[config.mk]
export PLATFORM = sky130hd
export DESIGN_NAME = duty_trace_sequencer
export DESIGN_NICKNAME = d
export VERILOG_FILES = /design/src/rtl/duty_trace_sequencer.sv
export SDC_FILE = /design/constraint.sdc
export NUM_CORES = 1
export LEC_CHECK = 0
export CORE_MARGIN = 1.5
export CORE_UTILIZATION = 55
export CTS_BUF_LIST = sky130_fd_sc_hd__clkbuf_8 sky130_fd_sc_hd__clkbuf_16
export CTS_CLUSTER_DIAMETER = 40
export DETAILED_ROUTE_END_ITERATION = 6
export PLACE_DENSITY_LB_ADDON = 0.12
export RECOVER_POWER = 50
export SLEW_MARGIN = 10
export SYNTH_ARGS = -nofsm -noshare
export SYNTH_HDL_FRONTEND = slang
export SYNTH_SLANG_ARGS = --single-unit
export TNS_END_PERCENT = 10
[constraint.sdc]
create_clock -name sysclk -period 3.9 [get_ports sysclk]
set_clock_uncertainty 0.15 [all_clocks]
set_input_delay 0.585 -clock sysclk [delete_from_list [all_inputs] [get_ports sysclk]]
set_output_delay 0.585 -clock sysclk [all_outputs]
set_load 0.005 [all_outputs]
[src/rtl/duty_trace_sequencer.sv]
`default_nettype none
// ============================================================================
// Module      : duty_trace_sequencer
// Description : Record / playback / clear sequencer for the duty-cycle trace
//               RAM (separate X and Y arrays, 2^AW words of DW bits). Owns all
//               RAM addressing and drives registered DC_X/DC_Y to the PWM.
//               Optional feature macro: PLAY_ONESHOT_EN (play the trace once,
//               then return to IDLE instead of looping).
// Revision    : 1.0 - initial release
// ============================================================================
module duty_trace_sequencer #(
    parameter int AW       = 8,
    parameter int DW       = 6,
    parameter int STEP_DIV = 4096
) (
    input  logic          sysclk,
    input  logic          Reset_Sw,
    input  logic          Storage_Sw,
    input  logic          Play_Sw,
    input  logic          Clear_Sw,
    input  logic          Bt_Any,
    input  logic [DW-1:0] Duty_X,
    input  logic [DW-1:0] Duty_Y,
    input  logic [DW-1:0] Rd_X,
    input  logic [DW-1:0] Rd_Y,
    output logic          Wr_En,
    output logic [AW-1:0] Wr_Addr,
    output logic [DW-1:0] Wr_X,
    output logic [DW-1:0] Wr_Y,
    output logic [AW-1:0] Rd_Addr,
    output logic [DW-1:0] DC_X,
    output logic [DW-1:0] DC_Y,
    output logic [AW:0]   Count,
    output logic          Full,
    output logic          Playing,
    output logic          Busy
);

    localparam int            DIVW        = (STEP_DIV > 1) ? $clog2(STEP_DIV) : 1;
    localparam logic [DIVW-1:0] C_LAST_DIV  = DIVW'(STEP_DIV - 1);
    localparam logic [AW:0]   C_DEPTH     = {1'b1, {AW{1'b0}}};
    localparam logic [AW-1:0] C_LAST_ADDR = {AW{1'b1}};

`ifdef PLAY_ONESHOT_EN
    localparam logic C_ONESHOT = 1'b1;
`else
    localparam logic C_ONESHOT = 1'b0;
`endif

    typedef enum logic [1:0] {
        ST_IDLE   = 2'd0,
        ST_RECORD = 2'd1,
        ST_PLAY   = 2'd2,
        ST_CLEAR  = 2'd3
    } state_t;

    state_t          state_q;
    logic            bt_q;
    logic            clr_q;
    logic            clr_pend_q;   // clear edge seen while leaving RECORD/PLAY
    logic            done_q;       // one-shot finished; wait for Play_Sw low
    logic [1:0]      chg_q;        // read-address change pipeline (RAM + out reg)
    logic [DIVW-1:0] div_q;
    logic [AW:0]     count_q;
    logic            wr_en_q;
    logic [AW-1:0]   wr_addr_q;
    logic [DW-1:0]   wr_x_q;
    logic [DW-1:0]   wr_y_q;
    logic [AW-1:0]   rd_addr_q;    // doubles as the playback pointer
    logic [DW-1:0]   dc_x_q;
    logic [DW-1:0]   dc_y_q;
    logic            playing_q;
    logic            busy_q;

    logic            bt_evt;
    logic            clr_evt;
    logic            play_req;
    logic            full;
    logic [AW:0]     last_idx;
    logic            at_last;
    logic            div_tc;

    // Event detection, request qualification and playback terminal conditions
    assign bt_evt   = Bt_Any & ~bt_q;
    assign clr_evt  = Clear_Sw & ~clr_q;
    assign play_req = Play_Sw & ~done_q;
    assign full     = (count_q == C_DEPTH);
    assign last_idx = count_q - (AW+1)'(1);
    assign at_last  = ({1'b0, rd_addr_q} == last_idx);
    assign div_tc   = (div_q == C_LAST_DIV);

    // Mode sequencer: state, RAM addressing, counters and registered outputs
    always_ff @(posedge sysclk or posedge Reset_Sw) begin
        if (Reset_Sw) begin
            state_q    <= ST_IDLE;
            bt_q       <= 1'b0;
            clr_q      <= 1'b0;
            clr_pend_q <= 1'b0;
            done_q     <= 1'b0;
            chg_q      <= 2'b00;
            div_q      <= '0;
            count_q    <= '0;
            wr_en_q    <= 1'b0;
            wr_addr_q  <= '0;
            wr_x_q     <= '0;
            wr_y_q     <= '0;
            rd_addr_q  <= '0;
            dc_x_q     <= '0;
            dc_y_q     <= '0;
            playing_q  <= 1'b0;
            busy_q     <= 1'b0;
        end else begin
            bt_q    <= Bt_Any;
            clr_q   <= Clear_Sw;
            wr_en_q <= 1'b0;
            chg_q   <= {chg_q[0], 1'b0};
            if (!Play_Sw) begin
                done_q <= 1'b0;
            end

            case (state_q)
                ST_IDLE: begin
                    if (clr_evt || clr_pend_q) begin
                        state_q    <= ST_CLEAR;
                        clr_pend_q <= 1'b0;
                        busy_q     <= 1'b1;
                        wr_en_q    <= 1'b1;
                        wr_addr_q  <= '0;
                        wr_x_q     <= '0;
                        wr_y_q     <= '0;
                        count_q    <= '0;
                        dc_x_q     <= '0;
                        dc_y_q     <= '0;
                        chg_q      <= 2'b00;
                    end else if (play_req) begin
                        state_q   <= ST_PLAY;
                        playing_q <= 1'b1;
                        rd_addr_q <= '0;
                        div_q     <= '0;
                        chg_q     <= 2'b01;
                    end else if (Storage_Sw) begin
                        state_q <= ST_RECORD;
                    end
                end

                ST_RECORD: begin
                    if (clr_evt) begin
                        state_q    <= ST_IDLE;
                        clr_pend_q <= 1'b1;
                    end else if (play_req) begin
                        state_q   <= ST_PLAY;
                        playing_q <= 1'b1;
                        rd_addr_q <= '0;
                        div_q     <= '0;
                        chg_q     <= 2'b01;
                    end else if (!Storage_Sw) begin
                        state_q <= ST_IDLE;
                    end else if (bt_evt && !full) begin
                        wr_en_q   <= 1'b1;
                        wr_addr_q <= count_q[AW-1:0];
                        wr_x_q    <= Duty_X;
                        wr_y_q    <= Duty_Y;
                        count_q   <= count_q + (AW+1)'(1);
                    end
                end

                ST_PLAY: begin
                    if (clr_evt) begin
                        state_q    <= ST_IDLE;
                        clr_pend_q <= 1'b1;
                        playing_q  <= 1'b0;
                        chg_q      <= 2'b00;
                    end else if (!Play_Sw) begin
                        state_q   <= ST_IDLE;
                        playing_q <= 1'b0;
                        chg_q     <= 2'b00;
                    end else if (count_q == '0) begin
                        // Nothing recorded: park at entry 0 and output zero duty
                        rd_addr_q <= '0;
                        div_q     <= '0;
                        dc_x_q    <= '0;
                        dc_y_q    <= '0;
                    end else begin
                        if (chg_q[1]) begin
                            dc_x_q <= Rd_X;
                            dc_y_q <= Rd_Y;
                        end
                        if (div_tc) begin
                            div_q <= '0;
                            if (at_last) begin
                                if (C_ONESHOT) begin
                                    state_q   <= ST_IDLE;
                                    playing_q <= 1'b0;
                                    done_q    <= 1'b1;
                                    chg_q     <= 2'b00;
                                end else begin
                                    rd_addr_q <= '0;
                                    chg_q     <= 2'b01;
                                end
                            end else begin
                                rd_addr_q <= rd_addr_q + AW'(1);
                                chg_q     <= 2'b01;
                            end
                        end else begin
                            div_q <= div_q + DIVW'(1);
                        end
                    end
                end

                ST_CLEAR: begin
                    // One zero word per cycle; inputs ignored until the sweep ends
                    if (wr_addr_q == C_LAST_ADDR) begin
                        state_q <= ST_IDLE;
                        busy_q  <= 1'b0;
                    end else begin
                        wr_en_q   <= 1'b1;
                        wr_addr_q <= wr_addr_q + AW'(1);
                    end
                end

                default: begin
                    state_q <= ST_IDLE;
                end
            endcase
        end
    end

    assign Wr_En   = wr_en_q;
    assign Wr_Addr = wr_addr_q;
    assign Wr_X    = wr_x_q;
    assign Wr_Y    = wr_y_q;
    assign Rd_Addr = rd_addr_q;
    assign DC_X    = dc_x_q;
    assign DC_Y    = dc_y_q;
    assign Count   = count_q;
    assign Full    = full;
    assign Playing = playing_q;
    assign Busy    = busy_q;

endmodule
`default_nettype wire
# Word level (Yosys, flattened, before mapping)
# Index checks and enable logic that the tools add are counted.
# word_totals
regBits,71
inputBits,30
out_inout_bits,53
# classes
add_sub_neg,5
eq_ne,23
mux,88
n_bitwise,4
reduce_logical,21
# ops
operator,count
8-bit 2-to-1 mux,14
6-bit 2-to-1 mux,17
12-bit 2-to-1 mux,7
6-bit case mux with 2 select lines,4
8-bit case mux with 3 select lines,2
9-bit 2-to-1 mux,5
12-bit case mux with 3 select lines,1
2-bit 2-to-1 mux,16
"2-bit != test, second input constant",10
9-bit case mux with 2 select lines,1
"8-bit by 1-bit adder with 8-bit output, second input constant",2
1-bit 2-to-1 mux,15
"12-bit by 1-bit adder with 12-bit output, second input constant",1
"12-bit == test, second input constant",1
6-bit AND reduction,2
5-bit AND reduction,2
"9-bit by 1-bit adder with 9-bit output, second input constant",1
8-bit by 9-bit == test with 1-bit output,1
"9-bit == test, second input constant",1
9-bit logical NOT,1
"3-bit != test, second input constant",3
"9-bit by 1-bit subtractor with 9-bit output, second input constant",1
"8-bit == test, second input constant",1
"4-bit != test, second input constant",2
other kinds (19),30

# Longest topological paths before layout
# Gate-level depths: netlist (run 1).
# logic_depth
ltp_word,8
depth_mapped,11
mapped_depth_nobuf,9

# Least setup slack after synthesis (run 1)
# Ideal clock, no wire load.
# synth_path
path_type,register to register
from,"register count_q[0], in the netlist Count[0]"
to,"register rd_addr_q[6], in the netlist Rd_Addr[6]"
arrival_ns,2.082
required_time_ns,3.617
slack_ns,1.535
stages_incl_launch_ff,11
period_less_slack_ns,2.365
cell_sequence,dfrtp_1 > buf_2 > inv_1 > ha_1 > nor2b_1 > or3_1 > a31oi_1 > and3_1 > o21ai_1 > o2111ai_1 > o211ai_2
# synth_via
elab_chain_cells,8
word_cells_on_any_way,11
classes_between,add/sub: 1; eq/ne: 2; mux: 6; reduce/logical: 2
# synth_rtl
item,line_no,rtl
start: declaration,64,logic [AW:0] count_q;
start signal: assignment,163,count_q <= count_q + (AW+1)'(1);
9-bit by 1-bit subtractor with 9-bit output,88,assign last_idx = count_q - (AW+1)'(1);
8-bit by 9-bit == test with 1-bit output,89,"assign at_last = ({1'b0, rd_addr_q} == last_idx);"
8-bit 2-to-1 mux,190,if (at_last) begin
8-bit 2-to-1 mux,188,if (div_tc) begin
8-bit 2-to-1 mux,177,end else if (count_q == '0) begin
8-bit 2-to-1 mux,173,end else if (!Play_Sw) begin
8-bit 2-to-1 mux,168,if (clr_evt) begin
8-bit case mux with 3 select lines,121,case (state_q)
end signal: assignment,201,rd_addr_q <= rd_addr_q + AW'(1);
end: declaration,69,logic [AW-1:0] rd_addr_q;
# Parallel ways exist; a longest one is shown, timed or not. The select of a mux whose other input is x is not followed.
# A chain may end at the register's enable or synchronous reset.

# Worst setup path after layout (run 1)
# layout_path
from,register state_q[1]
to,"register rd_addr_q[7], in the netlist Rd_Addr[7]"
# layout_via
elab_chain_cells,3
word_cells_on_any_way,11
classes_between,eq/ne: 7; mux: 1; reduce/logical: 3
# layout_rtl
item,line_no,rtl
start: declaration,57,state_t state_q;
start signal: assignment,95,state_q <= ST_IDLE;
start signal: assignment,124,state_q <= ST_CLEAR;
start signal: assignment,136,state_q <= ST_PLAY;
2-bit == test (tied with other cells),121,
3-bit != test (no line) (tied with other cells),n/a,
6-bit AND reduction (no line),n/a,
# Parallel ways exist; a longest one is shown, timed or not.

==> results of run 1 <==
## kinds of logic (layout without fill, tap and decap cells)
logic type | after synthesis | count (layout) | share of synthesized area (%)
simple gates | 204 | 204 | 25.3
compound gates | 105 | 105 | 17.5
buf+inv | 37 | 115 | 3.97
fa+ha+maj | 13 | 13 | 4.10
xor+xnor | 16 | 16 | 3.53
mux | 3 | 3 | 0.820
flops | 71 | 71 | 44.8
## worst min-delay path, delay by kind of cell, from the launching register on
kind | cells | cell delay [ns]
flip-flops | 1 | 0.34
AND/OR/NAND/NOR | 2 | 0.10
## cell type report
cell class	count	share of cell area (%)
Sequential cell	71	35.6
Clock inverter	6	0.653
Tap cell	96	2.41
Multi-Input combinational cell	341	40.8
Clock buffer	9	2.48
Inverter	15	1.13
Timing Repair Buffer	85	16.9
## placed cells by master (no fill, tap or decap), types with 10 or more instances in the layout
master	Yosys	routed
dfrtp_1	71	71
nand2_1	83	83
o21ai_1	26	26
o21ai_0	18	18
clkdlybuf4s50_1	0	56
dlygate4sd3_1	0	26
nand3_1	28	28
nand4_1	10	10
nor2_1	31	31
ha_1	13	13
inv_1	15	18
a21oi_1	22	22
## metal layers
layer  global-route usage, %  up-vias
met2                    43.9      136
met4                    8.95        0
met5                       0        -
met3                    5.47       16
li1                        -     1720
met1                    34.0     1702
## through the flow
step / cell area (um2) / instances / hold WS [ns]
3_5_place_dp: 4840 / 608 / 0.308
3_3_place_gp: 4840 / 608 / 0.301
2_1_floorplan: 3970 / 449 / 0.295
6_report: 4980 / 623 / 0.317
4_1_cts: 5000 / 623 / 0.326
5_1_grt: 4980 / 623 / 0.342
## worst max-delay path by stage
| stage | from | endpoint | slack (ns) |
|---|---|---|---|
| 2_1_floorplan | Reset_Sw | Busy | 1.37 |
| 3_3_place_gp | Clear_Sw | Count[4] | 0.94 |
| 3_5_place_dp | Clear_Sw | Count[4] | 0.81 |
| 4_1_cts | Count[5] | Full | 0.92 |
| 5_1_grt | state_q[1] | Count[4] | 0.72 |
| 6_report | state_q[1] | Rd_Addr[7] | 0.87 |
## power by group
| group | leakage, nW | switching [W] | internal (W) |
|---|---|---|---|
| logic | 1.13 | 0.000657 | 0.000442 |
| registers | 0.967 | 0.000108 | 0.000857 |
| clock network | 0.0889 | 0.000271 | 0.000220 |
## sequential cells by signal, summed over array words and instances, names as in the netlist, 2 cells and up
signal   cells
div_q       12
Count        9
Rd_Addr      8
Wr_Addr      8
DC_X         6
DC_Y         6
Wr_X         6
Wr_Y         6
chg_q        2
state_q      2
==> summary.txt, run 1 <==
Cells and area
  – # diodes: 0
  – Nets: 566
  – Area taken by multi-input logic gates: between 2000 and 2500 um2
  – Area Overhead vs Synth: 25.6%
  – Share of layout cells above drive strength 1: 6.64%
  – Register Area: 1780 um2
  – # fillers: 553
  – Fin util: 72.6%

Hold path
  – Hold WC Path Type: flip-flop to flip-flop
  – Hold path depth: 2
  – Worst Hold Endpoint: Wr_X[1]
  – Hold Path Origin: Wr_X[1]

Timing
  – Fin crit share: about 78%
  – Final setup fails: 0
  – Slew margin rel.: 21.6%
  – Final slew viol count: 0
  – Endpoints failing hold: 0
  – Fmax: 330 MHz
  – Tmin final: between 3 and 4 ns
  – RSZ-0062 raised after global routing: no
  – Final TNS setup: 0 ns
  – Worst Slack Setup Final: around 0.87 ns
  – Tightest Pin Transition: 1.17 ns

Yosys
  – Post-Syn Nets: around 490
  – Seq cells post-synth: 71
  – Async set or reset register ratio after synthesis: 100%
  – Share of the synthesized area in the top cell type: 44.8%
  – Seq/Total Area, Yosys: between 40 and 50%
  – Post-Syn Area: ~4000 um2
  – Synthesized area per cell: approximately 9 um2
  – Cell variety after synth: between 50 and 60
  – Ys flop type: dfrtp_1
  – EDFF count, synth: 0
  – Most frequent cells after synthesis: nand2_1, dfrtp_1, nor2_1, nand3_1, o21ai_1
  – Most frequent cell after synthesis: nand2_1
  – Top area cells in the synthesized netlist: dfrtp_1, nand2_1, ha_1, nand3_1, o21ai_1
  – Leading area contributor after synthesis: dfrtp_1
  – Warnings from Yosys: 0
  – Gate count after technology mapping: 449

GRT
  – Initial antenna violation count: 0
  – GRT Resource Usage Total: 26.2%
  – First-pass GRT wire length: 15,800 um
  – Largest net degree at the start of global routing: 41
  – Vias in the first global route: 3,416
  – Remaining Overflow, GRT: 0

Clocking
  – Hold Buf Count CTS: 0
  – Clk sink count: between 70 and 80
  – Post-CTS Setup Bufs: 0
  – CTS Buf Count: 9
  – Clk_lat worst skew: 0.35 ns
  – Clk buf depth: 2
  – Clock root buffer: clkbuf_8
  – CTS clk-pin slew, worst paths: 0.07 ns
  – CTS resizes: 0
  – CTS tree: yes
  – Htree depth: 3

Critical path
  – FF-to-FF path depth: 8
  – Crit-path max FO: 14
  – WP depth: 8
  – RR Endpoint: Rd_Addr[7]
  – Crit path max-delay cell type: a2111oi_2
  – Buffer and inverter count on the worst path: 1
  – CP endpoint kind: flip-flop
  – Nature of the critical path startpoint: flip-flop
  – Worst Path Required: about 4.0 ns
  – CP peak stage delay: 0.63 ns
  – FF-to-FF Start: state_q[1]
  – Reg2reg setup slack: 0.87 ns
  – CP Cell Sequence: inv_1, ha_1, nor2_1, a21oi_1, a2111oi_2, o21ai_1, o2111ai_1, o211ai_2
  – Crit Path Class: flip-flop to flip-flop
  – CP Data Arrival Time: 3.10 ns
  – Delay-heaviest family, CP: compound AO/OA/AOI/OAI gates

Power
  – PD cells: 513 nW/um2
  – Total power: roughly 0.0026 W
  – Leak: 2.19 nW
  – Max VDD drop: 0.000340 V

Floorplanning
  – Die width: 87.9 um
  – Die ar.: 7730 um2
  – Initial Utilization: 57.8%
  – Site Rows: 30
  – Core Area: around 6900 um2
  – Ports: 83
  – Overall die height: 87.9 um

Place
  – Buffers on Ports: 82
  – Post-DP HPWL: 6660 um
  – Final Wtd Congestion: about 0.85
  – Post-place setup slack: 0.812 ns

Route
  – Highest Signal Layer: met4
  – WL final: 9420 um
  – Total iterations of the first detailed-routing run: 5
  – Final ANT Viol Nets: 0
  – Number of remaining DRC errors: 0
  – DR vias/cell: 5.74
  – Wire length on met1: 4020 um
  – Met2 wire length: 4670 um
  – DRT iter0 DRCs: 231
  – Routed length on met3: 581 um
  – Wirelength per Cell: ~15 um
  – Total number of vias: 3,574

Job
  – Max-Cap Viols: 0

Run status
  – Status: finished, final reports clean
Note: power is estimated with default switching activity, not from simulation.
==> run 2: changes to the inputs <==
- CORE_UTILIZATION: 55 -> 52
- clock period: 3.9 -> 2.9 ns (I/O delays scaled with it)
==> summary.txt, run 2 (synthesis results as in run 1) <==
Run status
  – Status: finished, final reports clean

Critical path
  – CP endpoint kind: output pin
  – Crit Path Class: flip-flop to output pin
  – Crit path max-delay cell type: dfrtp_1
  – CP Cell Sequence: nor4_4, and4_1, clkdlybuf4s50_1
  – CP Data Arrival Time: 2.16 ns (-0.94 ns)
  – CP peak stage delay: 0.56 ns (-0.07 ns)
  – Worst Path Required: 2.32 ns (-1.65 ns)
  – Nature of the critical path startpoint: flip-flop
  – Crit-path max FO: 10 (-4)

Timing
  – Endpoints failing hold: 0 (unchanged)
  – Final slew viol count: 0 (unchanged)
  – Tightest Pin Transition: 1.08 ns (-0.0981 ns)
  – Slew margin rel.: 28.2% (+6.6 points)
  – Fin crit share: about 95%
  – Final TNS setup: 0 ns (unchanged)
  – Tmin final: 2.75 ns
  – Final setup fails: 0 (unchanged)
  – Fmax: 364 MHz
  – Worst Slack Setup Final: 0.153 ns (-0.716 ns)
  – RSZ-0062 raised after global routing: no

Clocking
  – Clk sink count: 71 (unchanged)
  – CTS tree: yes
  – CTS Buf Count: 9 (unchanged)
  – Htree depth: 3 (unchanged)
  – Clk_lat worst skew: 0.34 ns (about the same)
  – Clock root buffer: clkbuf_8
  – CTS clk-pin slew, worst paths: 0.08 ns (about the same)
  – Clk buf depth: 2 (unchanged)
  – Post-CTS Setup Bufs: 0 (unchanged)
  – Hold Buf Count CTS: 0 (unchanged)

Power
  – PD cells: 743 nW/um2 (+45%)
  – Max VDD drop: 0.000401 V (+18%)
  – Leak: 2.26 nW (+3.4%)
  – Total power: 0.00382 W (+49%)

GRT
  – Largest net degree at the start of global routing: 48 (+17%)
  – Remaining Overflow, GRT: 0 (unchanged)
  – GRT Resource Usage Total: 25.1% (-1.1 points)
  – First-pass GRT wire length: 16,600 um (+5.0%)
  – Initial antenna violation count: 0 (unchanged)
  – Vias in the first global route: 3,309 (-3.1%)

Route
  – DRT iter0 DRCs: 290 (+26%)
  – Total iterations of the first detailed-routing run: 4 (-1)
  – DR vias/cell: 5.57 (-2.9%)
  – Final ANT Viol Nets: 0 (unchanged)
  – Wirelength per Cell: 15.6 um (+3.3%)
  – Total number of vias: 3,538 (-1.0%)
  – Number of remaining DRC errors: 0 (unchanged)
  – WL final: 9910 um (+5.3%)

Job
  – Max-Cap Viols: 0 (unchanged)

Cells and area
  – Register Area: 1780 um2 (unchanged)
  – # diodes: 0 (unchanged)
  – Most frequent cells in the layout: nand2_1, dfrtp_1, clkdlybuf4s50_1
  – Biggest register: div_q
  – Most common cell after layout, fill and taps aside: nand2_1
  – Area taken by multi-input logic gates: 2040 um2 (+0.43%)
  – Nets: 574 (+1.4%)
  – Max FFs per register: 12 (unchanged)
  – Share of layout cells above drive strength 1: 8.58% (+1.9 points)
  – Area Overhead vs Synth: 29.5%
  – # fillers: 590 (+6.7%)

Floorplanning
  – Site Rows: 31 (+3.3%)
  – Die width: 90.4 um (+2.8%)
  – Die ar.: 8170 um2 (+5.6%)
  – Ports: 83 (unchanged)
  – Core Area: 7330 um2 (+6.7%)
  – Overall die height: 90.4 um (+2.8%)
  – Initial Utilization: 54.1% (-3.6 points)

Place
  – Buffers on Ports: 82 (unchanged)
  – Final Wtd Congestion: 0.896 (+5.9%)
  – Post-place setup slack: 0.254 ns (-0.557 ns)
  – Post-DP HPWL: 6940 um (+4.2%)

Hold path
  – Hold WC Path Type: flip-flop to flip-flop
[run 2: cell count changes in the layout (fill, tap and decap cells not counted), sizes merged]
cell / delta
buf: +8
inv: -2
bufinv: +3
[run 2: cell type report]
cell class                 count  share of cell area (%)
tap                           99                    2.41
clock buffer                   9                    2.41
sequential                    71                    34.6
multi-input combinational    341                    39.7
timing repair buffer          93                    17.4
inverter                      15                    1.10
clock inverter                 7                    2.34
[run 2: worst paths after layout]
| kind | slack [ns] | startpoint | depth (start not counted) | end |
|---|---|---|---|---|
| min in group asynchronous | 0.57 | Reset_Sw | 2 | Wr_Y[5] |
| min | 0.31 | Wr_Y[4] | 2 | Wr_Y[4] |
| max | 0.15 | Count[5] | 3 | Full |
| min reg2reg | 0.31 | Wr_Y[4] | 2 | Wr_Y[4] |
| max reg2reg | 0.26 | Count[1] | 9 | Rd_Addr[6] |
| max in group asynchronous | 0.43 | Reset_Sw | 3 | Wr_Y[1] |
[run 2: worst max-delay path, delay by kind of cell, from the launching register on]
family	cells	cell delay, ns
DFF	1	0.56
buffers and inverters	1	0.53
and+or+nand+nor	2	0.74
[run 2: per-stage QoR]
step / cells / util, % / hold slack, ns / instance area [um2]
final: 635 / 70.1 / 0.315 / 5140
after detailed placement: 619 / 66.9 / 0.305 / 4910
after CTS: 635 / 70.3 / 0.307 / 5150
after global placement: 619 / 66.9 / 0.299 / 4910
after global routing: 635 / 70.1 / 0.346 / 5140
after floorplan: 449 / - / 0.295 / 3970
[run 2: metal layers]
metal	track usage, %	wire [um]
met5	0	0
met4	8.73	105
met3	3.70	352
met2	40.7	4730
met1	34.5	4730
[run 2: power by group]
group | leakage (nW) | internal [W] | switching, W
registers | 0.967 | 0.00115 | 0.000126
clock network | 0.120 | 0.000574 | 0.000393
logic | 1.17 | 0.000640 | 0.000932
total | 2.26 | 0.00237 | 0.00145
[run 2: what timing repair did]
item / in CTS / in global routing
hold endpoints to repair: 0 / 0
endpoints found under the setup margin: 0 / 1
gates resized for setup: 0 / 1
